[config.mk]
export PLATFORM = sky130hd
export DESIGN_NAME = uart_tx_fifo
export DESIGN_NICKNAME = d
export VERILOG_FILES = /design/src/rtl/uart_tx_fifo.sv
export SDC_FILE = /design/constraint.sdc
export NUM_CORES = 1
export LEC_CHECK = 0
export ABC_CLOCK_PERIOD_IN_PS = 2390
export BUFFER_PORTS_ARGS = -buffer_cell sky130_fd_sc_hd__buf_2
export CAP_MARGIN = 25
export CORE_ASPECT_RATIO = 0.9
export CORE_MARGIN = 10
export CORE_UTILIZATION = 54
export CTS_CLUSTER_DIAMETER = 200
export DETAILED_ROUTE_END_ITERATION = 10
export GPL_TIMING_DRIVEN = 1
export PLACE_DENSITY = 0.75
export SYNTH_ARGS = -nofsm -noshare
export SYNTH_HDL_FRONTEND = slang
export SYNTH_SLANG_ARGS = --single-unit
[constraint.sdc]
create_clock -name i_clock -period 2.39 [get_ports i_clock]
set_input_delay 0.478 -clock i_clock [delete_from_list [all_inputs] [get_ports i_clock]]
set_output_delay 0.478 -clock i_clock [all_outputs]
set_load 0.02 [all_outputs]
[src/rtl/uart_tx_fifo.sv]
// uart_tx_fifo: UART transmitter fed from a small word FIFO.
//
// Ports:
//   i_clock     system clock, all logic on the rising edge
//   i_reset     synchronous active-high reset
//   i_tick      one-cycle baud enable, OVERSAMPLE pulses per bit period
//   i_data_in   word to enqueue
//   i_tx_start  push strobe, one word per high cycle
//   o_bit_tx    registered serial line, idle high
//   o_tx_done   one-cycle pulse on the final tick of the last stop bit
//   o_full      FIFO holds FIFO_DEPTH words
//   o_empty     FIFO holds no words
//   o_busy      frame in progress (any state but IDLE)
//   o_overflow  one-cycle pulse after a push was dropped on a full FIFO
module uart_tx_fifo #(
  parameter int WIDTH_WORD_TX = 8,
  parameter int CANT_BIT_STOP = 1,
  parameter int PARITY_MODE   = 0,
  parameter int OVERSAMPLE    = 16,
  parameter int FIFO_DEPTH    = 4
) (
  input  logic                     i_clock,
  input  logic                     i_reset,
  input  logic                     i_tick,
  input  logic [WIDTH_WORD_TX-1:0] i_data_in,
  input  logic                     i_tx_start,
  output logic                     o_bit_tx,
  output logic                     o_tx_done,
  output logic                     o_full,
  output logic                     o_empty,
  output logic                     o_busy,
  output logic                     o_overflow
);

  localparam int TW = (OVERSAMPLE > 1) ? $clog2(OVERSAMPLE) : 1;
  localparam int PW = $clog2(FIFO_DEPTH);
  localparam int CW = PW + 1;
  localparam logic [TW-1:0] TICK_LAST = TW'(OVERSAMPLE - 1);
  localparam logic [3:0]    DATA_LAST = 4'(WIDTH_WORD_TX - 1);
  localparam logic [3:0]    STOP_LAST = 4'(CANT_BIT_STOP - 1);

  typedef enum logic [2:0] {
    S_IDLE,
    S_START,
    S_DATA,
    S_PARITY,
    S_STOP
  } state_t;

  state_t                   state_q, state_d;
  logic [TW-1:0]            tick_cnt_q, tick_cnt_d;
  logic [3:0]               bit_cnt_q, bit_cnt_d;
  logic [WIDTH_WORD_TX-1:0] shift_q, shift_d;
  logic                     parity_q, parity_d;
  logic                     bit_tx_q, bit_tx_d;
  logic                     overflow_q, overflow_d;
  logic [PW-1:0]            wr_ptr_q, wr_ptr_d;
  logic [PW-1:0]            rd_ptr_q, rd_ptr_d;
  logic [CW-1:0]            count_q, count_d;
  logic [WIDTH_WORD_TX-1:0] mem_q [FIFO_DEPTH];

  logic full, empty, push, pop, tick_last, tx_done;

  // FIFO bookkeeping
  always_comb begin
    full       = (count_q == CW'(FIFO_DEPTH));
    empty      = (count_q == '0);
    push       = i_tx_start && !full;
    pop        = (state_q == S_IDLE) && !empty;
    overflow_d = i_tx_start && full;
    wr_ptr_d   = push ? wr_ptr_q + PW'(1) : wr_ptr_q;
    rd_ptr_d   = pop  ? rd_ptr_q + PW'(1) : rd_ptr_q;
    unique case ({push, pop})
      2'b10:   count_d = count_q + CW'(1);
      2'b01:   count_d = count_q - CW'(1);
      default: count_d = count_q;
    endcase
  end

  // Frame sequencer
  always_comb begin
    state_d    = state_q;
    tick_cnt_d = tick_cnt_q;
    bit_cnt_d  = bit_cnt_q;
    shift_d    = shift_q;
    parity_d   = parity_q;
    tx_done    = 1'b0;
    tick_last  = i_tick && (tick_cnt_q == TICK_LAST);

    if (state_q != S_IDLE && i_tick) begin
      tick_cnt_d = tick_last ? '0 : tick_cnt_q + TW'(1);
    end

    unique case (state_q)
      S_IDLE: begin
        if (pop) begin
          shift_d    = mem_q[rd_ptr_q];
          parity_d   = (^mem_q[rd_ptr_q]) ^ (PARITY_MODE == 2);
          tick_cnt_d = '0;
          bit_cnt_d  = '0;
          state_d    = S_START;
        end
      end
      S_START: begin
        if (tick_last) state_d = S_DATA;
      end
      S_DATA: begin
        if (tick_last) begin
          shift_d = shift_q >> 1;
          if (bit_cnt_q == DATA_LAST) begin
            bit_cnt_d = '0;
            state_d   = (PARITY_MODE != 0) ? S_PARITY : S_STOP;
          end else begin
            bit_cnt_d = bit_cnt_q + 4'd1;
          end
        end
      end
      S_PARITY: begin
        if (tick_last) state_d = S_STOP;
      end
      S_STOP: begin
        if (tick_last) begin
          if (bit_cnt_q == STOP_LAST) begin
            bit_cnt_d = '0;
            tx_done   = 1'b1;
            state_d   = S_IDLE;
          end else begin
            bit_cnt_d = bit_cnt_q + 4'd1;
          end
        end
      end
      default: state_d = S_IDLE;
    endcase

    // Line value follows the next state so the register lines up with it.
    unique case (state_d)
      S_START:  bit_tx_d = 1'b0;
      S_DATA:   bit_tx_d = shift_d[0];
      S_PARITY: bit_tx_d = parity_d;
      default:  bit_tx_d = 1'b1;
    endcase
  end

  always_ff @(posedge i_clock) begin
    if (i_reset) begin
      state_q    <= S_IDLE;
      tick_cnt_q <= '0;
      bit_cnt_q  <= '0;
      shift_q    <= '0;
      parity_q   <= 1'b0;
      bit_tx_q   <= 1'b1;
      overflow_q <= 1'b0;
      wr_ptr_q   <= '0;
      rd_ptr_q   <= '0;
      count_q    <= '0;
    end else begin
      state_q    <= state_d;
      tick_cnt_q <= tick_cnt_d;
      bit_cnt_q  <= bit_cnt_d;
      shift_q    <= shift_d;
      parity_q   <= parity_d;
      bit_tx_q   <= bit_tx_d;
      overflow_q <= overflow_d;
      wr_ptr_q   <= wr_ptr_d;
      rd_ptr_q   <= rd_ptr_d;
      count_q    <= count_d;
    end
  end

  always_ff @(posedge i_clock) begin
    if (!i_reset && push) mem_q[wr_ptr_q] <= i_data_in;
  end

  // Done is taken straight from the final stop tick so the IDLE gap before a
  // back-to-back frame is exactly one cycle.
  assign o_tx_done  = tx_done && !i_reset;
  assign o_bit_tx   = bit_tx_q;
  assign o_full     = full;
  assign o_empty    = empty;
  assign o_busy     = (state_q != S_IDLE);
  assign o_overflow = overflow_q;

endmodule
# After elaboration in Yosys (flattened, before gate mapping)
# Memories as Yosys holds them, arrays and structs flattened. A register that Yosys moved wholly into a read port is not among the register bits.
# Index checks and enable logic that the tools add are counted.
[word_totals]
ff_bits = 29
ramBits = 32
input_bits = 12
out_inout_bits = 6
wordCells = 85
memories = 1
[memory_table]
columns = ["memory", "depth", "width", "rd", "rd_clocked_by_memory_dff", "write_ports", "line_no", "source"]
rows = [
  ["mem_q", 4, 8, 1, 1, 1, "60", "logic [WIDTH_WORD_TX-1:0] mem_q [FIFO_DEPTH];"],
]
[op_classes]
add_sub_neg = 6
eq_ne = 15
mux = 32
reduce_logical = 20
[op_table]
columns = ["op", "count"]
rows = [
  ["4-bit 2-to-1 mux", 9],
  ["3-bit 2-to-1 mux", 7],
  ["8-bit 2-to-1 mux", 2],
  ["8-bit one-hot mux with 2 select lines", 1],
  ["3-bit one-hot mux with 5 select lines", 1],
  ["3-bit by 2-bit == test with 1-bit output (second input constant)", 4],
  ["4-bit one-hot mux with 3 select lines", 1],
  ["4-bit by 1-bit adder with 4-bit output (second input constant)", 2],
  ["8-bit XOR reduction", 1],
  ["1-bit logical AND", 7],
  ["1-bit 2-to-1 mux", 7],
  ["3-bit by 1-bit == test with 1-bit output (second input constant)", 2],
  ["3-bit == test (second input constant)", 2],
  ["3-bit zero test", 2],
  ["2-bit != test (second input constant)", 3],
  ["3-bit one-hot mux with 2 select lines", 1],
  ["3-bit nonzero test", 2],
  ["2-bit by 1-bit adder with 2-bit output (second input constant)", 2],
  ["4-bit by 3-bit == test with 1-bit output (second input constant)", 1],
  ["4-bit == test (second input constant)", 1],
  ["4-bit zero test", 1],
  ["2-bit 2-to-1 mux", 2],
  ["4-bit AND reduction", 1],
  ["2-bit nonzero test", 2],
  ["other kinds (7)", 9],
]

# Logic depth before layout (Yosys ltp)
# Gate-level depths: netlist (run 1).
[depth]
depth_word = 7
ltp_mapped = 10
ltp_nobuf = 9

# Worst setup path after synthesis (run 1)
# OpenSTA, ideal clock, no wires.
[synth_timing]
kind = "flip-flop to flip-flop"
startpoint = "register state_q[1]"
endpoint = "register count_q[2]"
setup_time_ns = 0.071
t_arrival_ns = 2.499
t_required_ns = 2.319
slack_ns = -0.180
stages_incl_launch_ff = 11
n_path_buf = 2
period_less_slack_ns = 2.570
cell_sequence = "dfxtp_1 -> or3_1 -> clkbuf_1 -> nor2_4 -> buf_2 -> ha_1 -> inv_1 -> fa_1 -> xor2_1 -> or3_1 -> a21oi_1"
[synth_between]
elab_chain_cells = 4
word_cells_on_any_way = 6
[synth_lines]
columns = ["element", "line_no", "source"]
rows = [
  ["start: declaration", "50", "state_t state_q, state_d;"],
  ["start signal: assignment", "157", "state_q <= state_d;"],
  ["3-bit zero test *", "69", "pop = (state_q == S_IDLE) && !empty;"],
  ["1-bit logical AND *", "69", ""],
  ["via pop", "62", "logic full, empty, push, pop, tick_last, tx_done;"],
  ["2-bit by 1-bit == test with 1-bit output or 2-bit == test (tied branches)", "73", "unique case ({push, pop})"],
  ["3-bit one-hot mux with 2 select lines or 2-bit nonzero test (tied branches)", "--", ""],
  ["end signal: assignment", "166", "count_q <= count_d;"],
  ["end: declaration", "59", "logic [CW-1:0] count_q, count_d;"],
]
# Mark *: on every way through the listed nets, which the timed path passes. The rest lies on a longest branch.
# A chain may end at the register's enable or synchronous reset.

# Worst setup path in the final report (run 1)
[layout_timing]
startpoint = "register state_q[2]"
endpoint = "register count_q[2]"
[layout_between]
elab_chain_cells = 4
word_cells_on_any_way = 6
[layout_lines]
columns = ["element", "line_no"]
rows = [
  ["3-bit zero test *", "69"],
  ["1-bit logical AND *", "69"],
  ["2-bit by 1-bit == test with 1-bit output or 2-bit == test (tied branches)", "73"],
  ["3-bit one-hot mux with 2 select lines or 2-bit nonzero test (tied branches)", "--"],
]
# Every way passes the cells marked *; elsewhere a longest branch is shown, timed or not.

==> impl_metrics.env, run 1 <==
export IMPL_diodes=0
export IMPL_gp_congestion=0.778
export IMPL_grt_setup_unrepaired="false"
export IMPL_drc_errors=0
export IMPL_synthesis_area_sq_um=2760
export IMPL_cp_required_ns=2.66
export IMPL_synth_cells_most_frequent="edfxtp_1, dfxtp_1, nor2_1, nand2_1, a21oi_1"
export IMPL_dieArea_sq_um=8370
export IMPL_power_density_nw_per_um2=1100
export IMPL_htree_num_levels=3
export IMPL_min_path_type="in2reg"
export IMPL_syn_num_nets=251
export IMPL_final_seq_area_sq_um=1580
export IMPL_synth_area_leaders="edfxtp_1, dfxtp_1, mux4_2"
export IMPL_crit_type="reg2reg"
export IMPL_p_leak_nw=1.15
export IMPL_finalNetCount=274
export IMPL_cts_tree="built"
export IMPL_finalSetupViolCount=0
export IMPL_dp_hpwl_um=3530
export IMPL_cp_start_kind="flop"
export IMPL_grt_pass1_wl_um=8600
export IMPL_ios=18
export IMPL_tightest_slew_ns=0.488
export IMPL_grt_usage_pct=13.5
export IMPL_hold_buffers=0
export IMPL_wl_um=5020
export IMPL_slew_viol_final=0
export IMPL_wl_per_cell_um=15.5
export IMPL_drive_gt1_share_pct=19.8
export IMPL_vias=1797
export IMPL_end_kind="flop"
export IMPL_die_w_um=95.3
export IMPL_fin_area_sq_um=3190
export IMPL_use_met3_pct=5.47
export IMPL_cts_root_buf="clkbuf_8"
export IMPL_yosysMostFrequentCell="edfxtp_1"
export IMPL_grt_max_degree=30
export IMPL_synthDistinctLibCells=47
export IMPL_finalHoldViolCount=0
export IMPL_clock_sinks=63
export IMPL_use_met2_pct=21.4
export IMPL_top_usage_layer="met2"
export IMPL_fillers=386
export IMPL_yosysWarnings=0
export IMPL_cts_made_buffers=9
export IMPL_fin_crit_sh_pct=92.9
export IMPL_die_y_um=87.8
export IMPL_syn_inst=230
export IMPL_synth_area_per_cell_sq_um=12.0
export IMPL_async_flop_share_pct=0
export IMPL_synth_ff_type="edfxtp_1"
export IMPL_viasPerCell=5.56
export IMPL_fin_skew_ns=0.00598
export IMPL_period_minus_slack_ns=2.22
export IMPL_first_global_vias=1814
export IMPL_grt_util_met1_pct=16.0
export IMPL_fmax_ghz=0.450
export IMPL_area_delta_synth_final_pct=15.6
export IMPL_cp_data_arrival_time_ns=2.49
export IMPL_multi_input_area_sq_um=1110
export IMPL_core_area_sq_um=4890
export IMPL_ys_ff_latch=63
export IMPL_ys_seq_area_share_pct=57.3
export IMPL_place_area_sq_um=2940
export IMPL_fin_tns_setup_ns=0
export IMPL_vdd_ir_drop_worst_mv=0.605
export IMPL_overflow=0
export IMPL_synth_area_leader_cell="edfxtp_1"
export IMPL_insertion_delay_ns=0.34
export IMPL_synth_top_cell_area_share_pct=34.8
export IMPL_antenna_found_initial=0
export IMPL_rows=24
export IMPL_clkSlewWorstSetupHoldPaths_ns=0.07
export IMPL_clock_path_buffers=2
export IMPL_critPathMaxFanout=9
export IMPL_relSlewSlack_pct=67.3
export IMPL_dr_pass1_iters=4
export IMPL_status="complete, no violations"
export IMPL_drt_iter0_markers=135
export IMPL_drv_cap=0
export IMPL_port_buffers=17
export IMPL_ant_nets=0
export IMPL_synth_edf_count=32
export IMPL_start_util_pct=56.4
==> cell families after synthesis <==
family,Yosys count,share of synthesized area (%)
buf+inv,19,2.95
mux,10,7.26
fa+ha+maj,9,4.35
compound gates,36,9.07
xor+xnor,13,4.13
flops,63,57.3
simple gates,80,14.9
==> layout make-up <==
class | count | area share (%)
repair buffers | 22 | 4.32
inverters | 9 | 1.06
clock buffers | 9 | 3.88
flip-flops and latches | 63 | 49.6
multi-input cells | 148 | 34.8
clock inverters | 7 | 3.77
well taps | 65 | 2.55
==> placed cells by master (no fill, tap or decap), types with 3 or more instances in the layout <==
cell type,synthesis,routed
a21oi_1,12,12
a222oi_1,6,6
and2_1,5,5
buf_2,1,16
buf_4,0,5
bufinv_16,0,3
clkbuf_8,0,9
dfxtp_1,31,31
edfxtp_1,32,32
ha_1,8,7
inv_1,9,9
mux4_2,8,8
nand2_1,13,13
nand2b_1,4,4
nand3_1,5,5
nor2_1,26,26
nor3_1,8,8
o21ai_0,6,6
or3_1,4,4
xnor2_1,9,9
xor2_1,4,4
==> worst paths after layout <==
kind | endpoint | startpoint | cells past startpoint | slack, ns
worst max-delay path | count_q[2] | state_q[2] | 8 | 0.17
worst min-delay path | mem_q[2][3] | i_data_in[3] | 1 | 0.35
worst max register to register | count_q[2] | state_q[2] | 8 | 0.17
worst min register to register | bit_cnt_q[1] | bit_cnt_q[1] | 2 | 0.49
==> per-layer routing <==
layer	routed length, um	part of all wire, %
met5	0	0
met4	55	1.1
met2	2420	48
met1	2230	44
met3	309	6.2
==> sequential cells by signal (all words and copies together) (netlist names), 2 cells and up, named ones only <==
name        flops
state_q         3
tick_cnt_q      4
count_q         3
bit_cnt_q       4
rd_ptr_q        2
wr_ptr_q        2
shift_q         8
mem_q          32
==> metrics by stage <==
step	hold WS (ns)	power [mW]	cells	setup WS (ns)	util (%)
after floorplan	0.454	2.21	230	0.0202	-
after global placement	0.466	2.39	307	0.253	60.1
after detailed placement	0.485	2.43	307	0.178	60.1
after CTS	0.327	3.56	323	0.0541	65.1
after global routing	0.334	3.73	323	0.0440	65.2
final	0.347	3.52	323	0.169	65.2
==> power breakdown <==
part,switching (mW),leakage [nW],internal [mW]
Clock,0.414,0.121,0.696
Combinational,0.545,0.484,0.463
Sequential,0.105,0.544,1.30
==> repair_timing <==
item,4_1_cts,5_1_grt
endpoints found under the setup margin,0,1
buffers inserted,0,0
resized for setup,0,2
==> worst max-delay path, stage by stage, from the launching register on <==
cell	delay (ns)
dfxtp_1	0.38
or3_1	0.44
nor2_4	0.18
ha_4	0.15
inv_1	0.04
fa_1	0.37
xor2_1	0.16
or3_1	0.31
a21oi_1	0.14
(Power assumes the default switching activity.)
==> inputs of run 2 (changes only) <==
- ABC_CLOCK_PERIOD_IN_PS: 2390 -> 1900
- clock period: 2.39 -> 1.9 ns (I/O delays scaled with it)
==> run 2 against run 1 <==
- sequential share of layout area shrank 2.5 points
- sequential cell count is the same
- largest cell class unchanged
- highest routed layer unchanged
- non-clock buffer count grew 23
- clock skew grew 0.0022 ns
- setup slack lost 0.27 ns
- clock power is essentially flat
- power grew 22%
- the flow now finishes with violations (setup timing)
- combinational power grew 45%
==> impl_metrics.env, run 2 (synthesis gave the netlist of run 1 again) <==
export IMPL_status="finished, violations left"
export IMPL_violations="setup timing"
export IMPL_die_w_um=95.3
export IMPL_area_delta_synth_final_pct=22.0
export IMPL_cp_data_arrival_time_ns=2.27
export IMPL_placed_cells=324
export IMPL_layout_commonest_cell="edfxtp_1"
export IMPL_wl_um=5170
export IMPL_final_core_util_pct=68.8
export IMPL_rr_worst_depth=8
export IMPL_min_to="mem_q[0][1]"
export IMPL_viasPerCell=5.45
export IMPL_setup_ws_ns=-0.0985
export IMPL_dieArea_sq_um=8370
export IMPL_grt_pass1_wl_um=8810
export IMPL_path_cells="or3_4, nor2_4, ha_4, inv_2, fa_2, xor2_1, or3_1, a21oi_2"
export IMPL_most_common_layout_cells="edfxtp_1, dfxtp_1, buf_4"
export IMPL_vdd_ir_drop_worst_mv=0.894
export IMPL_cpPeakStageDelay_ns=0.39
export IMPL_cp_num_buf_inv=1
export IMPL_drive_gt1_share_pct=32.0
export IMPL_multi_input_area_sq_um=1170
export IMPL_largest_register_ffs=32
export IMPL_p_leak_nw=1.24
export IMPL_cpMaxStageDelayCell="or3_4"
export IMPL_finalSetupViolCount=2
export IMPL_fin_skew_ns=0.00820
export IMPL_diodes=0
export IMPL_finalNetCount=297
export IMPL_first_global_vias=1902
export IMPL_crit_type="reg2reg"
export IMPL_grt_setup_unrepaired="true"
export IMPL_cts_root_buf="clkbuf_8"
export IMPL_rows=24
export IMPL_instances_no_fill=346
export IMPL_die_y_um=87.8
export IMPL_core_area_sq_um=4890
export IMPL_start_util_pct=56.4
export IMPL_crit_family="simple AND/OR/NAND/NOR gates"
export IMPL_clkSlewWorstSetupHoldPaths_ns=0.07
export IMPL_timing_rr_start="state_q[0]"
export IMPL_relSlewSlack_pct=80.8
export IMPL_wl_per_cell_um=14.9
export IMPL_antenna_found_initial=0
export IMPL_drt_iter0_markers=161
export IMPL_fmax_ghz=0.500
export IMPL_reg2reg_slack_ns=-0.1
export IMPL_cp_required_ns=2.17
export IMPL_clock_path_buffers=2
export IMPL_min_path_cells=1
export IMPL_startpoint="state_q[0]"
export IMPL_cts_tree="built"
export IMPL_slew_viol_final=0
export IMPL_grt_usage_pct=13.8
export IMPL_drv_cap=0
export IMPL_fin_crit_sh_pct=105
export IMPL_htree_num_levels=3
export IMPL_dr_pass1_iters=5
export IMPL_dp_hpwl_um=3480
export IMPL_min_path_type="in2reg"
export IMPL_ant_nets=0
export IMPL_critPathMaxFanout=2
export IMPL_largestRegisters="mem_q (32), shift_q (8)"
export IMPL_cts_made_buffers=9
export IMPL_vias=1887
export IMPL_ios=18
export IMPL_max_flop_register="mem_q"
export IMPL_worstReg2RegEnd="count_q[2]"
export IMPL_power_density_nw_per_um2=1270
export IMPL_grt_max_degree=19
export IMPL_tightest_slew_ns=0.287
export IMPL_end_kind="flop"
export IMPL_gp_congestion=0.825
export IMPL_final_seq_area_sq_um=1590
export IMPL_drc_errors=0
export IMPL_clock_sinks=63
export IMPL_cp_start_kind="flop"
export IMPL_insertion_delay_ns=0.34
export IMPL_hold_buffers=0
export IMPL_holdCritStartpoint="i_data_in[1]"
export IMPL_finalHoldViolCount=0
export IMPL_fillers=361
export IMPL_overflow=0
export IMPL_port_buffers=17
export IMPL_period_minus_slack_ns=2.00
run 2: changes by cell type in the layout (fill, tap and decap cells not counted), moves of 3 or more:
cell     delta
inv_2       +3
a21oi_2     +3
dfxtp_1     -4
inv_1       -3
a21oi_1     -3
buf_4      +22
dfxtp_2     +4
run 2: worst max-delay path by stage:
stage / to / cells past startpoint / slack (ns)
2_1_floorplan: count_q[2] / 10 / -0.39
3_3_place_gp: count_q[2] / 8 / -0.07
3_5_place_dp: count_q[2] / 8 / -0.14
4_1_cts: count_q[2] / 8 / -0.09
5_1_grt: o_tx_done / 6 / -0.19
6_report: count_q[2] / 8 / -0.1
run 2: what timing repair did:
action | in CTS | in global routing
setup buffers | 4 | 2
setup endpoints to repair | 2 | 14
pin swaps | 5 | 1
gates resized for setup | 12 | 10
run 2: power by group:
group          switching (mW)  leakage, nW  total [mW]  internal (mW)
logic                   0.743        0.600        1.46          0.720
registers               0.112        0.545        1.74           1.63
clock network           0.483       0.0907        1.08          0.597
total                    1.34         1.24        4.29           2.95
run 2: cell type report:
| type | count | area share, % |
|---|---|---|
| clock buffers | 11 | 3.90 |
| clock inverters | 5 | 1.52 |
| inverters | 9 | 1.00 |
| multi-input cells | 148 | 34.7 |
| flip-flops and latches | 63 | 47.1 |
| well taps | 65 | 2.42 |
| repair buffers | 45 | 9.33 |
run 2: layer usage:
| metal | global-route usage, % | vias to the layer above | wire length [um] |
|---|---|---|---|
| met5 | 0 | - | 0 |
| met4 | 7.20 | 0 | 101 |
| met1 | 15.1 | 885 | 2220 |
| met2 | 22.4 | 56 | 2490 |
| met3 | 5.90 | 11 | 359 |
| li1 | - | 935 | - |
run 2: stage by stage:
stage               hold WS (ns)  cell area [sq um]  setup slack, ns  setup TNS [ns]  power [mW]
floorplan                  0.454               2790           -0.388          -0.644        2.79
global placement           0.470               3070          -0.0670         -0.0670        3.10
detailed placement         0.480               3070           -0.138          -0.138        3.14
CTS                        0.237               3320          -0.0895          -0.179        4.24
global route               0.237               3370           -0.194          -0.365        4.56
finish                     0.256               3370          -0.0985          -0.189        4.29
==> inputs of run 3 (changes only) <==
- REMOVE_ABC_BUFFERS: unset -> 1
==> run 3 against run 2 <==
- the flow still finishes with violations (setup timing)
- power shrank 2.4%
- die area is the same
- sequential power is essentially flat
- setup slack gained 0.037 ns
- non-clock buffer count shrank 3
- wire length shrank 7.5%
- cell count shrank 0.87%
==> impl_metrics.env, run 3 (synthesis gave the netlist of run 1 again) <==
export IMPL_drv_cap=0
export IMPL_layout_commonest_cell="edfxtp_1"
export IMPL_drive_gt1_share_pct=32.4
export IMPL_finalHoldViolCount=0
export IMPL_grt_pass1_wl_um=8160
export IMPL_largestRegisters="mem_q (32), shift_q (8)"
export IMPL_core_area_sq_um=4890
export IMPL_setup_ws_ns=-0.0613
export IMPL_violations="setup timing"
export IMPL_cp_data_arrival_time_ns=1.58
export IMPL_fillers=359
export IMPL_crit_type="reg2out"
export IMPL_htree_num_levels=3
export IMPL_power_density_nw_per_um2=1250
export IMPL_first_global_vias=1791
export IMPL_gp_congestion=0.775
export IMPL_most_common_layout_cells="edfxtp_1, nor2_1, dfxtp_1, buf_4, buf_2"
export IMPL_cts_root_buf="clkbuf_8"
export IMPL_vias=1849
export IMPL_fin_skew_ns=0.00767
export IMPL_fmax_ghz=0.510
export IMPL_die_y_um=87.8
export IMPL_die_w_um=95.3
export IMPL_relSlewSlack_pct=72.7
export IMPL_end_kind="output pin"
export IMPL_drc_errors=0
export IMPL_tightest_slew_ns=0.409
export IMPL_cp_required_ns=1.52
export IMPL_status="finished, violations left"
export IMPL_clock_sinks=63
export IMPL_rows=24
export IMPL_antenna_found_initial=0
export IMPL_dr_pass1_iters=6
export IMPL_cts_made_buffers=9
export IMPL_ios=18
export IMPL_clkSlewWorstSetupHoldPaths_ns=0.07
export IMPL_p_leak_nw=1.23
export IMPL_start_util_pct=56.4
export IMPL_finalSetupViolCount=2
export IMPL_vdd_ir_drop_worst_mv=0.765
export IMPL_power_mw=4.19
export IMPL_diodes=0
export IMPL_cp_start_kind="flop"
export IMPL_grt_max_degree=21
export IMPL_port_buffers=17
export IMPL_overflow=0
export IMPL_wl_per_cell_um=13.9
export IMPL_min_path_type="in2reg"
export IMPL_fin_crit_sh_pct=103
export IMPL_dieArea_sq_um=8370
export IMPL_cts_tree="built"
export IMPL_ant_nets=0
export IMPL_grt_usage_pct=12.4
export IMPL_viasPerCell=5.39
export IMPL_grt_setup_unrepaired="true"
export IMPL_clock_path_buffers=2
export IMPL_slew_viol_final=0
export IMPL_period_minus_slack_ns=1.96
export IMPL_drt_iter0_markers=163
export IMPL_hold_buffers=0
export IMPL_reg2reg_slack_ns=-0.06
export IMPL_dp_hpwl_um=3310
export IMPL_largest_register_ffs=32
export IMPL_finalNetCount=294
export IMPL_wl_um=4780
export IMPL_area_delta_synth_final_pct=21.5
export IMPL_max_flop_register="mem_q"
export IMPL_insertion_delay_ns=0.33
export IMPL_holdWs_ns=0.256
export IMPL_critPathMaxFanout=2
-- run 3: routing by layer --
metal	vias to the layer above	track usage (%)	wire length, um
met2	54	18.6	2210
li1	932	-	-
met4	0	7.07	91
met5	-	0	0
met1	856	15.9	2230
met3	7	3.25	251
-- run 3: repair_timing --
action | CTS | global route
buffers inserted | 3 | 0
pin swaps | 8 | 5
resized for setup | 19 | 9
setup endpoints to repair | 3 | 16
-- run 3: critical path, stage by stage (launching register included) --
cell     delay (ns)
dfxtp_2        0.33
inv_2          0.06
ha_4           0.12
or3b_4         0.38
nor3_2         0.10
and2_1         0.15
buf_6          0.11
-- run 3: through the flow --
| step | cell area, sq um | util [%] | worst slack, ns | cells | TNS (ns) |
|---|---|---|---|---|---|
| CTS | 3310 | 67.7 | -0.105 | 343 | -0.198 |
| floorplan | 2710 | - | -0.665 | 220 | -1.09 |
| detailed placement | 3060 | 62.4 | -0.176 | 324 | -0.176 |
| global placement | 3060 | 62.4 | -0.129 | 324 | -0.129 |
| finish | 3350 | 68.5 | -0.0613 | 343 | -0.120 |
| global route | 3350 | 68.5 | -0.156 | 343 | -0.303 |
-- run 3: power breakdown --
group / internal [mW] / leakage [nW] / switching (mW) / total (mW)
combinational: 0.726 / 0.602 / 0.732 / 1.46
clock: 0.471 / 0.0828 / 0.521 / 0.992
sequential: 1.63 / 0.547 / 0.104 / 1.74
-- run 3: path summary, 6_finish.rpt --
| kind | from | end | depth (start not counted) |
|---|---|---|---|
| max | bit_cnt_q[1] | o_tx_done | 6 |
| min | i_data_in[5] | mem_q[1][5] | 1 |
| max reg2reg | state_q[2] | count_q[2] | 8 |
| min reg2reg | shift_q[0] | shift_q[0] | 2 |
-- run 3: final cells by class --
| cell class | instances | area (sq um) | share of cell area, % |
|---|---|---|---|
| repair buffers | 42 | 294 | 8.77 |
| multi-input cells | 148 | 1180 | 35.1 |
| inverters | 9 | 33.8 | 1.01 |
| flip-flops and latches | 63 | 1590 | 47.5 |
| clock inverters | 7 | 50.0 | 1.49 |
| well taps | 65 | 81.3 | 2.43 |
| clock buffers | 9 | 124 | 3.69 |
